## src/rtl/reset_sequencer_pkg.sv

```systemverilog
// Shared types and constants for the board reset sequencer.
// Used by reset_sequencer and its key debouncer.
package reset_sequencer_pkg;

  typedef enum logic [1:0] {WAIT_LOCK, HOLD, RELEASE, RUN} state_t;

  localparam int LOSS_W = 8;
  localparam logic [LOSS_W-1:0] LOSS_MAX = 8'd255;

  // Wide enough to reach the largest terminal count without wrapping.
  function automatic int cnt_width(input int hold, input int gap, input int deb);
    int m;
    m = hold;
    if (gap > m) m = gap;
    if (deb > m) m = deb;
    return $clog2(m) + 1;
  endfunction

endpackage

```

## src/rtl/reset_sequencer_sync_debounce.sv

```systemverilog
// Two-flop synchroniser followed by a debounce counter.
// 'change' is high in the cycle before 'level' toggles.
module sync_debounce
  import reset_sequencer_pkg::*;
#(
  parameter int   DEBOUNCE = 4096,
  parameter logic RST_VAL  = 1'b1
) (
  input  logic clock,
  input  logic reset_n,
  input  logic din,
  output logic level,
  output logic change
);

  localparam int W = cnt_width(1, 1, DEBOUNCE);

  logic         sync_p1;
  logic         sync_p2;
  logic [W-1:0] cnt;

  assign change = (sync_p2 != level) && (cnt == W'(DEBOUNCE - 1));

  always_ff @(posedge clock or negedge reset_n) begin
    if (!reset_n) begin
      sync_p1 <= RST_VAL;
      sync_p2 <= RST_VAL;
      level   <= RST_VAL;
      cnt     <= '0;
    end else begin
      sync_p1 <= din;
      sync_p2 <= sync_p1;
      // Any sample matching the current level restarts the count.
      if (sync_p2 != level) begin
        if (change) begin
          level <= sync_p2;
          cnt   <= '0;
        end else begin
          cnt <= cnt + W'(1);
        end
      end else begin
        cnt <= '0;
      end
    end
  end

endmodule

```

## src/rtl/reset_sequencer.sv

```systemverilog
// Board reset manager: holds domains in reset until PLL lock, key release and a
// hold time, then releases them one by one. RESET_SEQUENCER_LOSS_COUNT_EN adds loss_count.
module reset_sequencer
  import reset_sequencer_pkg::*;
#(
  parameter int CHANNELS    = 3,
  parameter int HOLD_CYCLES = 1024,
  parameter int STAGE_GAP   = 16,
  parameter int DEBOUNCE    = 4096
) (
  input  logic                clock,
  input  logic                reset_n,
  input  logic                pll_locked,
  input  logic                key_n,
  output logic [CHANNELS-1:0] rst_n_out,
  output logic                ready,
  output logic                lock_lost
`ifdef RESET_SEQUENCER_LOSS_COUNT_EN
  ,
  output logic [LOSS_W-1:0]   loss_count
`endif
);

  localparam int CNT_W = cnt_width(HOLD_CYCLES, STAGE_GAP, DEBOUNCE);

  state_t         state;
  logic [CNT_W-1:0] cnt;
  logic           lock_p1;
  logic           lock_s;
  logic           key_level;
  logic           key_change;
  logic           key_pressed;
  logic           key_press_edge;
  logic           active;
  logic           abort;
  logic           lock_drop;

  always_ff @(posedge clock or negedge reset_n) begin
    if (!reset_n) begin
      lock_p1 <= 1'b0;
      lock_s  <= 1'b0;
    end else begin
      lock_p1 <= pll_locked;
      lock_s  <= lock_p1;
    end
  end

  sync_debounce #(
    .DEBOUNCE(DEBOUNCE),
    .RST_VAL (1'b1)
  ) u_key (
    .clock  (clock),
    .reset_n(reset_n),
    .din    (key_n),
    .level  (key_level),
    .change (key_change)
  );

  assign key_pressed    = ~key_level;
  assign key_press_edge = key_change & key_level;
  assign active         = (state != WAIT_LOCK);
  assign abort          = active && (!lock_s || key_pressed);
  assign lock_drop      = active && !lock_s;

  always_ff @(posedge clock or negedge reset_n) begin
    if (!reset_n) begin
      state     <= WAIT_LOCK;
      cnt       <= '0;
      rst_n_out <= '0;
      ready     <= 1'b0;
      lock_lost <= 1'b0;
    end else begin
      // Abort drops every domain together on a single edge.
      if (abort) begin
        state     <= WAIT_LOCK;
        cnt       <= '0;
        rst_n_out <= '0;
        ready     <= 1'b0;
      end else begin
        case (state)
          WAIT_LOCK: begin
            cnt <= '0;
            if (lock_s && !key_pressed) state <= HOLD;
          end
          HOLD: begin
            if (cnt == CNT_W'(HOLD_CYCLES - 1)) begin
              state     <= RELEASE;
              cnt       <= '0;
              rst_n_out <= CHANNELS'(1);
            end else begin
              cnt <= cnt + CNT_W'(1);
            end
          end
          RELEASE: begin
            // Released bits are contiguous from bit 0, so a shift-in-one releases the next.
            if (cnt == CNT_W'(STAGE_GAP - 1)) begin
              cnt <= '0;
              if (rst_n_out[CHANNELS-1]) begin
                state <= RUN;
                ready <= 1'b1;
              end else begin
                rst_n_out <= (rst_n_out << 1) | CHANNELS'(1);
              end
            end else begin
              cnt <= cnt + CNT_W'(1);
            end
          end
          RUN: ready <= 1'b1;
          default: state <= WAIT_LOCK;
        endcase
      end

      // A simultaneous lock drop wins over the key-press clear.
      if (lock_drop)           lock_lost <= 1'b1;
      else if (key_press_edge) lock_lost <= 1'b0;
    end
  end

`ifdef RESET_SEQUENCER_LOSS_COUNT_EN
  always_ff @(posedge clock or negedge reset_n) begin
    if (!reset_n) begin
      loss_count <= '0;
    end else if (lock_drop && (loss_count != LOSS_MAX)) begin
      loss_count <= loss_count + LOSS_W'(1);
    end
  end
`endif

endmodule

```

## config.mk

```make
export PLATFORM = sky130hd
export DESIGN_NAME = reset_sequencer
export DESIGN_NICKNAME = d
export VERILOG_FILES = /design/src/rtl/reset_sequencer_pkg.sv /design/src/rtl/reset_sequencer_sync_debounce.sv /design/src/rtl/reset_sequencer.sv
export SDC_FILE = /design/constraint.sdc
export NUM_CORES = 1
export LEC_CHECK = 0
export ABC_CLOCK_PERIOD_IN_PS = 3120
export CORE_ASPECT_RATIO = 1.2
export CORE_MARGIN = 2
export CORE_UTILIZATION = 35
export CTS_BUF_LIST = sky130_fd_sc_hd__clkbuf_2 sky130_fd_sc_hd__clkbuf_4 sky130_fd_sc_hd__clkbuf_8
export DETAILED_ROUTE_END_ITERATION = 8
export PLACE_DENSITY = 0.6
export SLEW_MARGIN = 25
export SYNTH_ARGS = -nofsm -noshare
export SYNTH_HDL_FRONTEND = slang
export SYNTH_HIERARCHICAL = 1
export SYNTH_SLANG_ARGS = --single-unit
export TNS_END_PERCENT = 1
```

## constraint.sdc

```tcl
create_clock -name clock -period 3.12 [get_ports clock]
set_input_delay 0.624 -clock clock [delete_from_list [all_inputs] [get_ports clock]]
set_output_delay 0.624 -clock clock [all_outputs]
set_load 0.1 [all_outputs]
```

==> impl_results.md <==
- Worst Path Required: roughly 3.4 ns
- Pwr Density: roughly 390 mW/mm2
- Vias: 1537
- Worst-skew pair later-pin latency: 0.29 ns
- IO buf count: 8
- Clk slew on worst S/H paths: 0.07 ns
- Seq cells post-synth: 38
- Max cap viols: 0
- CP max FO: 8
- Overall routed net length: around 3900 um
- Startpoint Class: register
- Largest net degree at the start of global routing: 39
- Final Hold Vio Count: 0
- DRT iter0 DRCs: 56
- Routed len/inst: approximately 14 um
- Reg area: 954.7 um2
- Total iterations of the first detailed-routing run: 4
- Worst vdd ir: 0.2246 mV
- Warnings from Yosys: 6
- Sequential area share after synthesis: between 40% and 50%
- Longest Clk Path Bufs: 2
- Max Slew Vio Count: 0
- Layout area overhead: 10.72%
- Cts repair resizes: 0
- First-pass GRT wire length: roughly 6900 um
- Mapped Area: between 0.002 and 0.0025 mm2
- Final net count: 223
- Starting Density: a little over a third
- Slew at the pin with the worst max-slew slack: 0.8421 ns
- Top Ports: 9
- Gpl congestion: ~0.8
- Number of setup buffers added after CTS: 0
- DRC: 0
- Layout cells sized above 1: ~17%
- Remaining Overflow, GRT: 0
- Period utilization: between 60% and 70%
- Fmax: 0.4922 GHz
- Setup CP Type: reg2reg
- Finished Core Util: between 30% and 40%
- ANT nets after route: 0
- Power after layout: between 0.8 and 0.9 mW
- Syn Nets: 210
- Post-synthesis cell type count: 51
- Die area: approximately 0.0064 mm2
- Post-Place Cells: 270
- Hold path depth: 0
- Mean post-synth cell area: approximately 10 um2
- Hold Crit Class: reg2reg
- Die height: just under 90 um
- Hold_buf cts: 0
- Core footprint: about 0.0056 mm2
- Vias in the first global route: approximately 1.5k
- Crit. End Element: register
- Root Buffer: clkbuf_8
- R2R cell count: 5
- Fin cells: approximately 280
- Outcome: finished clean
- Max-slew headroom: between 40% and 50%
- CTS Sinks: 38
- Fillers: between 500 and 600
- Initial antenna violation count: 0
- Row Count: 30
- Lkg Pwr: between 0.9 and 1 nW
- Fin Setup TNS: 0 ns
- CTS tree: built
- Num CTS Buffers: 5
- Synthesized instance count: 200
- Vias/cell: 5.529
- Antenna diode count: 0
- Multi-input gate area: around 1000 um2
- Htree depth: 2
- Tmin final: a little over 2 ns
- RSZ-0062 raised after global routing: no
- Count of final setup violators: 0
- Hpwl dp: ~2700 um
- Total Routing Usage GR: 13.84%
- WHS: approximately 0.35 ns
- Die Wd: 73.13 um
- Clock skew: 0.01113 ns
- Signal arrival time at the worst endpoint: 2.26 ns
cell usage in the layout (no fill, tap or decap), drive strengths merged, types with 2 or more instances in the layout:
cell,n
dfrtp,35
a21oi,20
nand2,16
nand3,16
o21ai,12
nor2,11
a31oi,11
inv,8
buf,8
nor3,6
ha,6
nand4,6
clkbuf,6
or3,5
o41ai,4
and3,3
xor2,3
dfstp,3
and4,3
mux2,3
nor4,2
xnor2,2
a22o,2
nand2b,2
clkinv,2
clkdlybuf4s50,2
a21o,2
critical path, cell delays in order, from the launching register on:
cell and delay [ns]:
dfrtp_1 0.39, inv_1 0.09, ha_1 0.30, or2_2 0.34
nor3_1 0.57, mux2_2 0.28
state kept, by name, indices dropped and copies added (netlist names):
register / count
cnt: 13
lock_lost: 1
lock_p1: 1
lock_s: 1
ready: 1
rst_n_out: 3
state: 2
u_key/cnt: 13
u_key/level: 1
u_key/sync_p1: 1
u_key/sync_p2: 1
Yosys cell counts, drive strengths merged:
master | number | share of area [%]
dfrtp | 35 | 44
a21oi | 20 | 5.4
nand2 | 16 | 3.0
nand3 | 16 | 4.5
o21ai | 12 | 3.2
a31oi | 11 | 3.4
nor2 | 11 | 2.1
inv | 8 | 1.5
ha | 6 | 3.7
nand4 | 6 | 2.6
nor3 | 6 | 1.5
or3 | 5 | 1.9
buf | 4 | 1.4
o41ai | 4 | 2.5
and3 | 3 | 0.94
and4 | 3 | 1.4
dfstp | 3 | 3.9
mux2 | 3 | 1.9
xor2 | 3 | 1.3
a21o | 2 | 0.81
a22o | 2 | 0.87
nand2b | 2 | 0.62
nor4 | 2 | 0.62
xnor2 | 2 | 0.87
a21boi | 1 | 0.37
a41o | 1 | 0.50
a41oi | 1 | 0.44
and2 | 1 | 0.31
and2b | 1 | 0.37
mux2i | 1 | 0.50
nand3b | 1 | 0.37
nand4b | 1 | 0.44
nand4bb | 1 | 0.56
o211ai | 1 | 0.37
o311a | 1 | 0.56
o31ai | 1 | 0.37
o41a | 1 | 0.56
or2 | 1 | 0.31
or4 | 1 | 0.37
area by class of cell:
cell class / instances / area share (%)
multi-input combinational: 150 / 44.71
sequential: 38 / 42.96
tap: 64 / 3.604
timing repair buffer: 10 / 3.491
clock buffer: 6 / 3.435
inverter: 8 / 1.351
clock inverter: 2 / 0.4505
power breakdown:
group | leakage, nW | internal, mW | switching [mW] | total (mW)
logic | 0.352 | 0.00758 | 0.0161 | 0.0237
clock network | 0.0484 | 0.164 | 0.174 | 0.338
registers | 0.513 | 0.499 | 0.00670 | 0.506
total | 0.914 | 0.670 | 0.197 | 0.867
cell families (layout without fill, tap and decap cells):
kind of cell	count (synthesis)	count (layout)	share of synthesized area (%)
flops	38	38	47.57
xor+xnor	5	5	2.182
mux	4	4	2.369
buf+inv	12	26	2.930
fa+ha+maj	6	6	3.741
simple gates	77	77	21.88
compound gates	58	58	19.33
final timing paths:
kind	startpoint	end	slack, ns
max in group asynchronous	reset_n	u_key/cnt[12]	2.15
setup reg to reg	state[0]	cnt[0]	1.09
hold reg to reg	lock_p1	lock_s	0.35
hold / removal	lock_p1	lock_s	0.35
setup / recovery	state[0]	cnt[0]	1.09
min in group asynchronous	reset_n	u_key/cnt[9]	0.42
per-stage QoR:
| stage | cell area [um2] | setup slack, ns |
|---|---|---|
| 2_1_floorplan | 2007 | 1.258 |
| 3_3_place_gp | 2136 | 1.137 |
| 3_5_place_dp | 2136 | 1.065 |
| 4_1_cts | 2222 | 1.057 |
| 5_1_grt | 2222 | 0.8641 |
| 6_report | 2222 | 1.088 |
metal layers:
layer	track usage (%)	share of wire [%]	vias up
met1	18.14	47	737
met4	5.556	2.0	0
met5	0	0	-
met3	3.472	2.7	6
met2	21.70	48	19
li1	-	-	775
Note: power is estimated with default switching activity, not from simulation.
